**config.mk**
```make
export PLATFORM = sky130hd
export DESIGN_NAME = rv32_alu_issue
export DESIGN_NICKNAME = d
export VERILOG_FILES = /design/src/rtl/rv32_alu_issue_pkg.sv /design/src/rtl/rv32_alu_issue_decode.sv /design/src/rtl/rv32_alu_issue.sv
export SDC_FILE = /design/constraint.sdc
export NUM_CORES = 1
export LEC_CHECK = 0
export ABC_AREA = 0
export BUFFER_PORTS_ARGS = -buffer_cell sky130_fd_sc_hd__buf_2
export CAP_MARGIN = 10
export CELL_PAD_IN_SITES_DETAIL_PLACEMENT = 1
export CELL_PAD_IN_SITES_GLOBAL_PLACEMENT = 1
export CORE_MARGIN = 5
export CORE_UTILIZATION = 30
export DETAILED_ROUTE_END_ITERATION = 10
export PLACE_DENSITY_LB_ADDON = 0.1
export SLEW_MARGIN = 30
export SYNTH_ARGS = -nofsm -noshare
export SYNTH_HDL_FRONTEND = slang
export SYNTH_SLANG_ARGS = --single-unit
```
**constraint.sdc**
```tcl
create_clock -name clk -period 1.7 [get_ports clk]
set_input_delay 0.17 -clock clk [delete_from_list [all_inputs] [get_ports clk]]
set_output_delay 0.17 -clock clk [all_outputs]
set_load 0.02 [all_outputs]
```
**src/rtl/rv32_alu_issue_pkg.sv**
```systemverilog
// Shared definitions for the RV32I ALU issue slice: ALU operation codes,
// base opcodes, the issue payload and immediate helpers.
package rv32_pkg;

  localparam int unsigned XLEN    = 32;
  localparam int unsigned OPSEL_W = 5;

  typedef enum logic [OPSEL_W-1:0] {
    ALU_ADD       = 5'd0,
    ALU_SUB       = 5'd1,
    ALU_SLL       = 5'd2,
    ALU_SLT       = 5'd3,
    ALU_SLTU      = 5'd4,
    ALU_XOR       = 5'd5,
    ALU_SRL       = 5'd6,
    ALU_AUIPC     = 5'd7,
    ALU_BRCMP     = 5'd8,
    ALU_SRA       = 5'd9,
    ALU_OR        = 5'd10,
    ALU_AND       = 5'd11,
    ALU_LUI       = 5'd12,
    ALU_LOADADDR  = 5'd15,
    ALU_STOREADDR = 5'd16,
    ALU_JUMP      = 5'd17
  } alu_opsel_e;

  localparam logic [6:0] OPC_OP     = 7'b0110011;
  localparam logic [6:0] OPC_OP_IMM = 7'b0010011;
  localparam logic [6:0] OPC_LUI    = 7'b0110111;
  localparam logic [6:0] OPC_AUIPC  = 7'b0010111;
  localparam logic [6:0] OPC_BRANCH = 7'b1100011;
  localparam logic [6:0] OPC_LOAD   = 7'b0000011;
  localparam logic [6:0] OPC_STORE  = 7'b0100011;
  localparam logic [6:0] OPC_JAL    = 7'b1101111;
  localparam logic [6:0] OPC_JALR   = 7'b1100111;

  localparam logic [6:0] F7_BASE = 7'b0000000;
  localparam logic [6:0] F7_ALT  = 7'b0100000;

  typedef struct packed {
    alu_opsel_e        opsel;
    logic [XLEN-1:0]   opa;
    logic [XLEN-1:0]   opb;
    logic [XLEN-1:0]   rs2_data;
    logic [XLEN-1:0]   pc;
    logic              illegal;
  } issue_payload_t;

  function automatic logic [XLEN-1:0] imm_i(input logic [31:0] instr);
    return {{20{instr[31]}}, instr[31:20]};
  endfunction

  function automatic logic [XLEN-1:0] imm_s(input logic [31:0] instr);
    return {{20{instr[31]}}, instr[31:25], instr[11:7]};
  endfunction

  function automatic logic [XLEN-1:0] imm_u(input logic [31:0] instr);
    return {instr[31:12], 12'h000};
  endfunction

  function automatic logic [XLEN-1:0] imm_j(input logic [31:0] instr);
    return {{12{instr[31]}}, instr[19:12], instr[20], instr[30:21], 1'b0};
  endfunction

  // funct3 to ALU op for OP/OP-IMM; alt selects SUB/SRA where applicable
  function automatic alu_opsel_e alu_from_funct3(input logic [2:0] f3, input logic alt);
    alu_opsel_e op;
    unique case (f3)
      3'b000:  op = alt ? ALU_SUB : ALU_ADD;
      3'b001:  op = ALU_SLL;
      3'b010:  op = ALU_SLT;
      3'b011:  op = ALU_SLTU;
      3'b100:  op = ALU_XOR;
      3'b101:  op = alt ? ALU_SRA : ALU_SRL;
      3'b110:  op = ALU_OR;
      default: op = ALU_AND;
    endcase
    return op;
  endfunction

endpackage

```
**src/rtl/rv32_alu_issue_decode.sv**
```systemverilog
// Combinational RV32I decode: instruction, PC and forwarded register values
// into the ALU issue payload (opsel, operands, carried data, illegal flag).
module rv32_alu_issue_decode
  import rv32_pkg::*;
(
  input  logic [31:0]    instr_i,
  input  logic [31:0]    pc_i,
  input  logic [31:0]    rs1_i,
  input  logic [31:0]    rs2_i,
  output issue_payload_t payload_o
);

  logic [6:0]      opcode;
  logic [2:0]      f3;
  logic [6:0]      f7;
  logic            is_shift_imm;
  alu_opsel_e      opsel;
  logic [XLEN-1:0] opa;
  logic [XLEN-1:0] opb;
  logic            illegal;

  assign opcode       = instr_i[6:0];
  assign f3           = instr_i[14:12];
  assign f7           = instr_i[31:25];
  assign is_shift_imm = (f3 == 3'b001) || (f3 == 3'b101);

  // Opcode/funct decode and operand selection; illegal forces ADD 0,0
  always_comb begin
    opsel   = ALU_ADD;
    opa     = '0;
    opb     = '0;
    illegal = 1'b0;
    unique case (opcode)
      OPC_OP: begin
        opa   = rs1_i;
        opb   = rs2_i;
        opsel = alu_from_funct3(f3, f7 == F7_ALT);
        if (!((f7 == F7_BASE) ||
              ((f7 == F7_ALT) && ((f3 == 3'b000) || (f3 == 3'b101)))))
          illegal = 1'b1;
      end
      OPC_OP_IMM: begin
        opa = rs1_i;
        if (is_shift_imm) begin
          opb   = {27'd0, instr_i[24:20]};
          opsel = alu_from_funct3(f3, (f3 == 3'b101) && (f7 == F7_ALT));
          if (f3 == 3'b001) illegal = (f7 != F7_BASE);
          else              illegal = (f7 != F7_BASE) && (f7 != F7_ALT);
        end else begin
          opb   = imm_i(instr_i);
          opsel = alu_from_funct3(f3, 1'b0);
        end
      end
      OPC_LUI: begin
        opb   = imm_u(instr_i);
        opsel = ALU_LUI;
      end
      OPC_AUIPC: begin
        opa   = pc_i;
        opb   = imm_u(instr_i);
        opsel = ALU_AUIPC;
      end
      OPC_BRANCH: begin
        opa   = rs1_i;
        opb   = rs2_i;
        opsel = ALU_BRCMP;
      end
      OPC_LOAD: begin
        opa   = rs1_i;
        opb   = imm_i(instr_i);
        opsel = ALU_LOADADDR;
      end
      OPC_STORE: begin
        opa   = rs1_i;
        opb   = imm_s(instr_i);
        opsel = ALU_STOREADDR;
      end
      OPC_JAL: begin
        opa   = pc_i;
        opb   = imm_j(instr_i);
        opsel = ALU_JUMP;
      end
      OPC_JALR: begin
        opa   = rs1_i;
        opb   = imm_i(instr_i);
        opsel = ALU_JUMP;
      end
      default: illegal = 1'b1;
    endcase
    if (illegal) begin
      opsel = ALU_ADD;
      opa   = '0;
      opb   = '0;
    end
  end

  assign payload_o = '{opsel:    opsel,
                       opa:      opa,
                       opb:      opb,
                       rs2_data: rs2_i,
                       pc:       pc_i,
                       illegal:  illegal};

endmodule

```
**src/rtl/rv32_alu_issue.sv**
```systemverilog
// RV32I ALU issue stage: decodes one instruction per input handshake and
// presents a registered payload to EX with valid/ready, stall and flush.
// Optional macro RV32_ISSUE_SKID_EN adds a one-entry skid buffer so that
// in_ready is registered and independent of out_ready.
module rv32_alu_issue
  import rv32_pkg::*;
#(
  parameter int unsigned XLEN    = 32,
  parameter int unsigned OPSEL_W = 5
) (
  input  logic               clk,
  input  logic               rst,
  input  logic               flush,
  input  logic               in_valid,
  output logic               in_ready,
  input  logic [31:0]        in_instr,
  input  logic [XLEN-1:0]    in_pc,
  input  logic [XLEN-1:0]    in_rs1_data,
  input  logic [XLEN-1:0]    in_rs2_data,
  output logic               out_valid,
  input  logic               out_ready,
  output logic [OPSEL_W-1:0] alu_opsel,
  output logic [XLEN-1:0]    opA,
  output logic [XLEN-1:0]    opB,
  output logic [XLEN-1:0]    out_rs2_data,
  output logic [XLEN-1:0]    out_pc,
  output logic               out_illegal
);

  issue_payload_t dec;
  issue_payload_t out_q;
  logic           out_valid_q;

  rv32_alu_issue_decode u_decode (
    .instr_i   (in_instr),
    .pc_i      (in_pc),
    .rs1_i     (in_rs1_data),
    .rs2_i     (in_rs2_data),
    .payload_o (dec)
  );

`ifdef RV32_ISSUE_SKID_EN
  issue_payload_t skid_q;
  logic           skid_valid_q;

  assign in_ready = !skid_valid_q;

  // Output slot plus skid entry; skid always drains first to keep order
  always_ff @(posedge clk) begin
    if (rst) begin
      out_valid_q  <= 1'b0;
      out_q        <= '0;
      skid_valid_q <= 1'b0;
      skid_q       <= '0;
    end else if (flush) begin
      out_valid_q  <= 1'b0;
      skid_valid_q <= 1'b0;
    end else if (!out_valid_q || out_ready) begin
      if (skid_valid_q) begin
        out_q        <= skid_q;
        out_valid_q  <= 1'b1;
        skid_valid_q <= 1'b0;
      end else if (in_valid) begin
        out_q       <= dec;
        out_valid_q <= 1'b1;
      end else begin
        out_valid_q <= 1'b0;
      end
    end else if (in_valid && !skid_valid_q) begin
      skid_q       <= dec;
      skid_valid_q <= 1'b1;
    end
  end
`else
  assign in_ready = !out_valid_q || out_ready;

  // Single output register: load on accept, empty on drain without refill
  always_ff @(posedge clk) begin
    if (rst) begin
      out_valid_q <= 1'b0;
      out_q       <= '0;
    end else if (flush) begin
      out_valid_q <= 1'b0;
    end else if (in_valid && in_ready) begin
      out_q       <= dec;
      out_valid_q <= 1'b1;
    end else if (out_ready) begin
      out_valid_q <= 1'b0;
    end
  end
`endif

  assign out_valid    = out_valid_q;
  assign alu_opsel    = out_q.opsel;
  assign opA          = out_q.opa;
  assign opB          = out_q.opb;
  assign out_rs2_data = out_q.rs2_data;
  assign out_pc       = out_q.pc;
  assign out_illegal  = out_q.illegal;

endmodule
```
==> results of run 1 <==
-- worst min-delay path: cells and delay by family --
kind / cells / cell delay, ps
AND/OR/NAND/NOR: 1 / 50
AO/OA/AOI/OAI: 1 / 50
buffers and inverters: 1 / 120
-- flip-flops by register name (all words and copies together) (netlist names) --
name and flops:
out_valid 1, out_rs2_data 32, out_pc 32, out_illegal 1
opA 32, alu_opsel 5, opB 32
-- power by group through the flow --
stage | Clock, mW | Combinational, mW | Sequential (mW)
2_1_floorplan | 0 | 0.323 | 3.43
5_1_grt | 3.99 | 1.14 | 3.28
4_1_cts | 3.84 | 1.02 | 3.28
3_3_place_gp | 0 | 0.885 | 3.34
6_report | 3.77 | 1.06 | 3.28
3_5_place_dp | 0 | 0.916 | 3.34
-- synth_stat cells (all sizes together), types with 3 or more instances --
cell type,count
a21o,3
a221oi,22
nor2b,4
nand2b,3
nand3b,4
a22oi,8
o31ai,5
nor2,10
o22ai,3
nand2,163
a22o,81
clkbuf,50
or3,3
nor4b,3
dfxtp,135
xor2,3
and2,5
a21oi,80
a211oi,4
buf,13
nor3,6
o21ai,7
a222oi,13
inv,9
-- worst paths after layout --
check	slack (ps)	endpoint	cells after the start
setup / recovery	-180	opB[25]	6
hold reg to reg	450	out_pc[31]	2
setup reg to reg	-180	opB[25]	6
hold / removal	20	out_rs2_data[1]	3
-- stage by stage --
stage               utilization (%)  hold WS [ps]  area (um2)  power [mW]  TNS, ps
floorplan                         -           249        5920        3.76    -2660
finish                         48.9          18.5        9480        8.10    -6650
CTS                            48.3         0.110        9370        8.14    -5390
global placement               41.3           400        8010        4.23   -22000
global route                   48.9          5.33        9480        8.41   -10840
detailed placement             41.3           408        8010        4.26   -27290
-- metal layers --
| layer | vias to the layer above | track usage (%) | part of all wire (%) |
|---|---|---|---|
| met5 | - | 0 | 0.048 |
| li1 | 3139 | - | - |
| met2 | 221 | 39.2 | 49 |
| met3 | 32 | 5.24 | 6.5 |
| met1 | 3315 | 28.6 | 43 |
| met4 | 2 | 5.90 | 1.6 |
-- logic make-up after synthesis --
logic type	share of synthesized area, %
AO/OA/AOI/OAI	31.6
XOR/XNOR	0.745
buffers and inverters	5.13
AND/OR/NAND/NOR	16.6
flip-flops	45.9
-- timing repair --
| action | 4_1_cts | 5_1_grt |
|---|---|---|
| pin swaps | 30 | 11 |
| resized for setup | 17 | 17 |
| setup buffers | 6 | 5 |
| endpoints found under the hold margin | 47 | 0 |
| cloned | 7 | 3 |
| hold buffers | 47 | 0 |
| endpoints found under the setup margin | 123 | 109 |
-- area by class of cell --
cell class,count,area (um2)
fill,2299,9910
multi-input combinational,458,3040
timing repair buffer,396,2780
sequential,135,2700
clock buffer,19,453
tap,265,332
clock inverter,12,143
inverter,9,33.8
antenna,1,2.50
==> results by group, run 1 <==
GRT
  • Largest net degree at the start of global routing: between 60 and 70
  • Initial antenna violation count: 1
  • Vias in the first global route: 7101
  • Global route overflow: 0
  • First-pass GRT wire length: approximately 40 mm
  • GRT Overall Usage: 22.7%

Place
  • Dpl ws: -368 ps
  • RePlAce Congestion: 0.874
  • Dpl hpwl: 18.6 mm
  • IO buf count: about 270
  • Placed cell count: between 1000 and 1500

Clock network
  • Total CTS buffers: 17
  • Worst-path clk slew: 60 ps
  • CTS sink cnt: 135
  • CTS tree: built
  • Clock Latency Late Sink: 420 ps
  • Clk root buf: clkbuf_16
  • Clock tree buffer depth: 2
  • H-tree Lvls: 4

Finish
  • Most frequent cells in the layout: buf_2, nand2_1, dfxtp_1
  • Commonest non-fill, non-tap cell in the layout: buf_2
  • Final std cells w/o fill: ~1300
  • Synth-to-Final Area Change: 61.2%
  • Layout cell share with drive strength beyond 1: a little over two fifths
  • Nets: approximately 1200

Timing
  • Period utilisation layout: 110%
  • Final Max Tran Viols: 0
  • Max-slew headroom: about 68%
  • Worst slew pin tran: between 400 and 500 ps
  • RSZ-0062 raised after global routing: true
  • Crit path time final: ~1900 ps
  • Setup Viol. Count Final: 70
  • Final WS setup: -178 ps
  • Clk_skew: ~8.7 ps
  • Max Clock Freq: between 500 and 600 MHz
  • Final hold vios: 0

Power and ir drop
  • PD cells: about 850 mW/mm2
  • Int Power: 5.95 mW
  • Switch share: approximately a quarter
  • Psw: between 2 and 2.5 mW
  • Max IR drop VDD: 0.000575 V
  • Seq pwr share: between 40% and 50%
  • Leakage: ~4.2 nW
  • Combinational power share: roughly an eighth
  • Clock power share: a little under half

Yosys
  • Asr flop ratio synth: 0%
  • Synth warnings: 0
  • Synth top area share: a little under half
  • Synthesis-stage register bit count: between 100 and 150
  • Dominant cells by area after synthesis: dfxtp_1, a22o_1, nand2_1
  • Syn Nets: ~800
  • Post-Syn Area: just under 0.006 mm2
  • Register area share after synthesis: 45.9%
  • Mean Syn Cell Area: between 8 and 9 um2
  • Number of enable flip-flop cells after synthesis: 0
  • Synth area leader: dfxtp_1
  • Synth Flop Type: dfxtp_1
  • Unique masters post-synth: 50
  • Syn Inst Count: about 670

Floorplan
  • Core Area: 0.0194 mm2
  • Initial Util: a little under a third
  • Die width: about 150 um
  • Die height: 150 um
  • Num rows: 51
  • IO Pins: between 200 and 300
  • Die footprint: 0.0225 mm2

Route
  • Final wirelength: approximately 27 mm
  • Drt pass-1 iters: 9
  • Antenna Nets Post-Route: 0
  • DR DRC count: 0
  • Avg Vias per Cell: a little over 5
  • Via count: about 6700
  • Initial DRC Count: approximately 270
  • WL per Instance: between 20 and 25 um

Status
  • Failing checks: negative setup slack
  • Status: complete, but fails checks

Critical path
  • Critical Path Start: out_valid
  • CP Capture Type: flop
  • Worst path top cell family by delay: simple AND/OR/NAND/NOR gates
  • Critical-path cell list: nor2b_4 -> nor3b_4 -> nand4_1 -> or3_4 -> buf_12 -> a221oi_2
  • CP required: ~2000 ps
  • CP arrival: approximately 2200 ps
  • Critical-path maximum fanout: 15
  • Slowest-stage cell, CP: or3_4
  • WP buf/inv: 1
  • Critical path launch point type: flop
  • WS Path Type: flop to flop
  • Critical path's largest stage delay: about 420 ps
  • Reg-to-Reg Start: out_valid

Hold path
  • Hold Path Class: primary input to flop
  • Worst hold start: in_rs2_data[1]

Flow run
  • Max Cap Viol: 0
No activity file was read; power rests on OpenSTA's default activity.
==> run 2: changes to the inputs <==
--- a/config.mk
+++ b/config.mk
@@ -11,10 +11,11 @@
 export CELL_PAD_IN_SITES_DETAIL_PLACEMENT = 1
 export CELL_PAD_IN_SITES_GLOBAL_PLACEMENT = 1
 export CORE_MARGIN = 5
-export CORE_UTILIZATION = 30
+export CORE_UTILIZATION = 34
 export DETAILED_ROUTE_END_ITERATION = 10
 export PLACE_DENSITY_LB_ADDON = 0.1
 export SLEW_MARGIN = 30
 export SYNTH_ARGS = -nofsm -noshare
 export SYNTH_HDL_FRONTEND = slang
+export SYNTH_HIERARCHICAL = 1
 export SYNTH_SLANG_ARGS = --single-unit
==> run 2 against run 1 <==
  * The run still ends with negative setup slack left
  * Maximum frequency is 7.0% higher
  * Design area is 10% higher
  * Power is 0.47% lower
  * Global-route usage is 4.2 points lower
  * Cell count is 14% higher
  * Combinational power is 13% higher
  * Count of clock-buffer cells in the layout stayed put
  * Area after synthesis is 36% higher
  * Critical path type is now primary input to flop
  * Largest power group unchanged
==> results by group, run 2 <==
Timing
  • Max Clock Freq: 570 MHz
  • Max-slew headroom: between 60% and 70%
  • Final hold slack: about 18 ps
  • RSZ-0062 raised after global routing: true
  • Final hold vios: 0
  • Period utilisation layout: 103%
  • Clk_skew: 7.06 ps
  • Final WS setup: -55.1 ps
  • Setup_tns: -704 ps
  • Final Max Tran Viols: 0
  • Setup Viol. Count Final: 33
  • Worst slew pin tran: 558 ps
  • Crit path time final: 1760 ps

Clock network
  • Total CTS buffers: 17
  • CTS tree: built
  • Clock tree buffer depth: 2
  • Clock Latency Late Sink: 420 ps
  • CTS sink cnt: roughly 140
  • Worst-path clk slew: 70 ps
  • H-tree Lvls: 4
  • Clk root buf: clkbuf_16

GRT
  • GRT Overall Usage: between 10% and 20%
  • Global route overflow: 0
  • Largest net degree at the start of global routing: 63
  • Vias in the first global route: around 7200
  • Initial antenna violation count: 0
  • First-pass GRT wire length: between 30 and 40 mm

Finish
  • Post-layout util: 44.8%
  • Layout cell share with drive strength beyond 1: a little under two fifths
  • Nets: roughly 1300
  • Final std cells w/o fill: between 1000 and 1500
  • Synth-to-Final Area Change: 30.6%
  • Commonest non-fill, non-tap cell in the layout: nand2b_1
  • FILL cells: roughly 2800
  • Most frequent cells in the layout: nand2b_1, buf_2, mux2i_1

Status
  • Status: complete, but fails checks
  • Failing checks: negative setup slack

Yosys
  • Synth warnings: 6
  • Synth top area share: around 34%
  • Dominant cells by area after synthesis: dfxtp_1, nand2b_1, mux2i_1
  • Syn Inst Count: 908
  • Unique masters post-synth: 41
  • Synth top cells by count: nand2b_1, mux2i_1, dfxtp_1
  • Register area share after synthesis: about a third
  • Synthesis-stage register bit count: 135
  • Number of enable flip-flop cells after synthesis: 0
  • Mean Syn Cell Area: around 8.8 um2
  • Asr flop ratio synth: 0%
  • Synth Flop Type: dfxtp_1
  • Post-Syn Area: 0.00800 mm2
  • Syn Nets: roughly 1000
  • Most common cell in the netlist: nand2b_1
  • Synth area leader: dfxtp_1

Power and ir drop
  • Leakage: between 4 and 5 nW
  • Total power: just over 8 mW
  • Max IR drop VDD: just over 0.0005 V
  • PD cells: around 770 mW/mm2

Floorplan
  • Die height: around 160 um
  • Core Area: 0.0233 mm2
  • Die footprint: between 0.02 and 0.03 mm2
  • Initial Util: 34.3%
  • IO Pins: roughly 270
  • Num rows: between 50 and 60
  • Die width: ~160 um

Critical path
  • R2R setup slack: between 200 and 300 ps
  • CP Capture Type: flop
  • Reg-to-Reg Start: out_valid
  • CP required: 2040 ps
  • Critical path destination: opB[28]
  • Path depth of the worst reg2reg path: 5
  • WS Path Type: primary input to flop
  • Critical-path maximum fanout: 15
  • CP arrival: 2100 ps
  • Critical path launch point type: primary input
  • Worst R2R End: out_pc[10]
  • Critical Path Start: in_instr[25]

Route
  • Final wirelength: roughly 26 mm
  • Drt pass-1 iters: 4
  • Avg Vias per Cell: about 4.7
  • WL per Instance: roughly 18 um
  • Antenna Nets Post-Route: 0
  • Via count: just under 7000
  • DR DRC count: 0
  • Initial DRC Count: roughly 320

Hold path
  • Hold Path Class: primary input to flop

Place
  • RePlAce Congestion: 0.827
  • Dpl hpwl: roughly 19 mm
  • IO buf count: ~270
  • Placed cell count: approximately 1400

Flow run
  • Max Cap Viol: 0
-- run 2: cell count changes in the layout (fill, tap and decap cells not counted), moves of 8 or more --
cell	before	now
nand2b_1	3	274
nand2_1	163	17
mux2i_1	0	139
a22o_1	81	0
a21oi_1	74	17
a22oi_1	8	63
dlygate4sd3_1	47	2
nor2_1	9	31
a221oi_2	20	0
nor2_2	0	20
a222oi_1	13	0
buf_4	53	62
a21oi_2	5	13
-- run 2: kinds of logic after synthesis --
| logic type | share of synthesized area (%) |
|---|---|
| mux | 17.4 |
| simple gates | 27.6 |
| flops | 33.8 |
| buf+inv | 11.3 |
| compound gates | 9.96 |
-- run 2: worst min-delay path by stage --
| stage | from | to | slack (ps) | depth (start not counted) |
|---|---|---|---|---|
| floorplan | flush | out_valid | 250 | 1 |
| global placement | flush | out_valid | 390 | 2 |
| detailed placement | flush | out_valid | 400 | 2 |
| CTS | in_pc[26] | out_pc[26] | 0.08 | 3 |
| global route | in_pc[18] | out_pc[18] | 10 | 3 |
| finish | in_pc[24] | out_pc[24] | 20 | 3 |
-- run 2: worst max-delay path, cell delays in order --
cell and delay (ps):
buf_6 90, or4_4 570, nor3_4 180, a21oi_2 100, a311o_2 440, clkbuf_16 230
a21oi_2 110, nand2b_1 70, mux2i_1 130
-- run 2: metal layers --
metal | part of all wire [%] | global-route usage, % | up-vias
met2 | 47 | 31.2 | 187
li1 | - | - | 3453
met5 | 0 | 0 | -
met4 | 1.4 | 5.15 | 0
met3 | 7.0 | 5.17 | 19
met1 | 44 | 23.2 | 3273
-- run 2: cell type report --
cell class / count / area, um2 / area share, %
Sequential cell: 135 / 2700 / 25.9
Inverter: 2 / 7.51 / 0.0718
Antenna cell: 2 / 5.00 / 0.0479
Tap cell: 319 / 399 / 3.82
Timing Repair Buffer: 350 / 2220 / 21.2
Clock buffer: 19 / 433 / 4.14
Multi-Input combinational cell: 635 / 4560 / 43.6
Clock inverter: 13 / 121 / 1.16
-- run 2: power by group --
| group | switching, mW | internal [mW] | leakage (nW) |
|---|---|---|---|
| clock network | 1.55 | 2.03 | 0.257 |
| logic | 0.624 | 0.576 | 2.90 |
| registers | 0.0407 | 3.25 | 1.10 |
-- run 2: stage by stage --
stage | instance area (um2) | setup slack (ps)
after CTS | 10200 | -23.3
final | 10500 | -55.1
after global routing | 10400 | -105
after detailed placement | 9610 | -540
after global placement | 9610 | -444
after floorplan | 8000 | -212
-- run 2: timing repair --
item	in CTS	in global routing
setup endpoints to repair	39	67
endpoints found under the hold margin	2	0
resized for setup	13	34
gates cloned	0	4
pin swaps	1	2
buffers inserted	0	1
hold buffers	2	0
==> run 3: changes to the inputs <==
--- a/config.mk
+++ b/config.mk
@@ -8,12 +8,10 @@
 export ABC_AREA = 0
 export BUFFER_PORTS_ARGS = -buffer_cell sky130_fd_sc_hd__buf_2
 export CAP_MARGIN = 10
-export CELL_PAD_IN_SITES_DETAIL_PLACEMENT = 1
-export CELL_PAD_IN_SITES_GLOBAL_PLACEMENT = 1
 export CORE_MARGIN = 5
-export CORE_UTILIZATION = 34
+export CORE_UTILIZATION = 40
 export DETAILED_ROUTE_END_ITERATION = 10
-export PLACE_DENSITY_LB_ADDON = 0.1
+export PLACE_DENSITY = 0.68
 export SLEW_MARGIN = 30
 export SYNTH_ARGS = -nofsm -noshare
 export SYNTH_HDL_FRONTEND = slang
==> run 3 against run 2 <==
  * The run now ends clean
  * Register-to-register slack about the same
  * Maximum frequency increased by 5.2%
  * Largest power group unchanged
  * First-iteration DRC count increased by 24%
  * Sequential share of layout area increased by 0.49 points
  * Cell count decreased by 3.9%
  * Clock power increased by 6.4%
  * Utilization increased by 7.6 points
  * Wire length decreased by 7.7%
  * Non-clock buffer count decreased by 2
  * Via count increased by 0.69%
==> results by group, run 3 (same netlist as run 2, synthesis figures left out) <==
GRT
  • Largest net degree at the start of global routing: between 90 and 100
  • Vias in the first global route: between 6000 and 7000
  • First-pass GRT wire length: 36.2 mm
  • Initial antenna violation count: 2
  • Global route overflow: 0
  • GRT Overall Usage: 20.1%

Critical path
  • Critical-path cell list: buf_6 -> or4_4 -> nor3_4 -> nand2_1 -> a311o_2 -> buf_12 -> a31oi_1 -> nand2b_1 -> mux2i_1
  • Critical-path maximum fanout: 26
  • WS Path Type: primary input to flop
  • CP arrival: about 2000 ps
  • Worst R2R End: opB[6]
  • Slowest-stage cell, CP: or4_4
  • R2R setup slack: around 240 ps
  • CP Capture Type: flop
  • Critical path's largest stage delay: between 500 and 600 ps
  • Critical path launch point type: primary input
  • CP required: between 2000 and 2500 ps
  • Path depth of the worst reg2reg path: 5
  • Reg-to-Reg Start: out_valid

Timing
  • Clk_skew: approximately 11 ps
  • Crit path time final: around 1700 ps
  • Worst slew pin tran: 540 ps
  • Period utilisation layout: between 90% and 100%
  • Max Clock Freq: approximately 600 MHz
  • RSZ-0062 raised after global routing: true
  • Setup Viol. Count Final: 0
  • Final Max Tran Viols: 0
  • Final hold vios: 0
  • Max-slew headroom: roughly 64%

Clock network
  • H-tree Lvls: 4
  • CTS tree: built
  • Total CTS buffers: 17
  • CTS sink cnt: roughly 140
  • Worst-path clk slew: around 70 ps
  • Clock Latency Late Sink: approximately 420 ps
  • Clk root buf: clkbuf_16
  • Clock tree buffer depth: 2
  • Post-CTS setup buffers: 0

Hold path
  • Worst Hold End: out_pc[25]
  • Hold Path Class: primary input to flop
  • Worst hold start: in_pc[25]
  • Min-Delay Path Depth: 3

Route
  • Via count: roughly 7000
  • WL per Instance: around 17 um
  • Drt pass-1 iters: 6
  • Antenna Nets Post-Route: 0
  • Final wirelength: ~24 mm
  • DR DRC count: 0
  • Initial DRC Count: about 400
  • Avg Vias per Cell: ~4.9

Status
  • Status: finished clean

Finish
  • Final std cells w/o fill: ~1400
  • Nets: 1271
  • Layout cell share with drive strength beyond 1: about a third
  • Commonest non-fill, non-tap cell in the layout: nand2b_1
  • Most frequent cells in the layout: nand2b_1, buf_2, mux2i_1
  • Synth-to-Final Area Change: 28.2%
  • Post-layout util: between 50% and 60%

Power and ir drop
  • PD cells: ~800 mW/mm2
  • Max IR drop VDD: a little over 0.0006 V
  • Leakage: between 4 and 5 nW

Floorplan
  • Initial Util: roughly 40%
  • IO Pins: between 200 and 300
  • Core Area: approximately 0.02 mm2
  • Die width: 151 um
  • Num rows: 51
  • Die footprint: approximately 0.023 mm2
  • Die height: between 150 and 200 um

Place
  • RePlAce Congestion: slightly above 0.9
  • Placed cell count: around 1400
  • IO buf count: 268
  • Dpl hpwl: around 18 mm

Flow run
  • Max Cap Viol: 0
-- run 3: layer usage --
layer | global-route usage (%) | vias up | share of wire, %
li1 | - | 3453 | -
met1 | 24.3 | 3231 | 41
met2 | 34.3 | 268 | 48
met3 | 5.98 | 26 | 8.7
met4 | 6.35 | 2 | 1.8
met5 | 0 | - | 0.054
-- run 3: power breakdown --
part | internal, mW | total [mW] | switching (mW)
Clock | 2.20 | 3.81 | 1.60
Combinational | 0.558 | 1.16 | 0.606
Sequential | 3.25 | 3.29 | 0.0401
Total | 6.01 | 8.26 | 2.25
-- run 3: worst max-delay path, delay by kind of cell --
kind                   cells  cell delay [ps]
AOI/OAI and AO/OA          2              580
buffers and inverters      2              280
muxes                      1              120
and+or+nand+nor            4              850
-- run 3: timing repair --
item / 4_1_cts / 5_1_grt
setup endpoints to repair: 1 / 51
resized for setup: 1 / 13
hold endpoints to repair: 2 / 0
gates cloned: 0 / 0
pin swaps: 0 / 1
hold buffers: 2 / 0
-- run 3: cell type report --
class                           count  area (um2)
Timing Repair Buffer              348        2170
Sequential cell                   135        2700
Tap cell                          265         332
Clock buffer                       18         429
Inverter                            2        7.51
Multi-Input combinational cell    634        4450
Antenna cell                        1        2.50
Clock inverter                     14         164
Fill cell                        1893        9330
-- run 3: how the worst max path moves through the flow --
stage            startpoint           end  cells past startpoint
5_1_grt        in_instr[25]       opB[21]                      9
3_5_place_dp   in_instr[25]       opB[13]                      9
2_1_floorplan  in_instr[25]       opA[14]                     10
6_report       in_instr[25]  alu_opsel[1]                      9
4_1_cts        in_instr[25]       opB[18]                      9
3_3_place_gp   in_instr[25]       opB[18]                      9
-- run 3: per-stage QoR --
| stage | setup slack [ps] | hold WS (ps) | TNS [ps] | instance area (um2) | total power [mW] |
|---|---|---|---|---|---|
| final | 31.7 | 16.3 | 0 | 10300 | 8.26 |
| after global routing | -20.5 | 7.24 | -147 | 10300 | 8.58 |
| after CTS | 6.25 | 0.407 | 0 | 10200 | 8.37 |
| after detailed placement | -423 | 392 | -24970 | 9590 | 4.51 |
| after global placement | -404 | 387 | -22730 | 9590 | 4.50 |
| after floorplan | -212 | 249 | -9760 | 8000 | 4.11 |
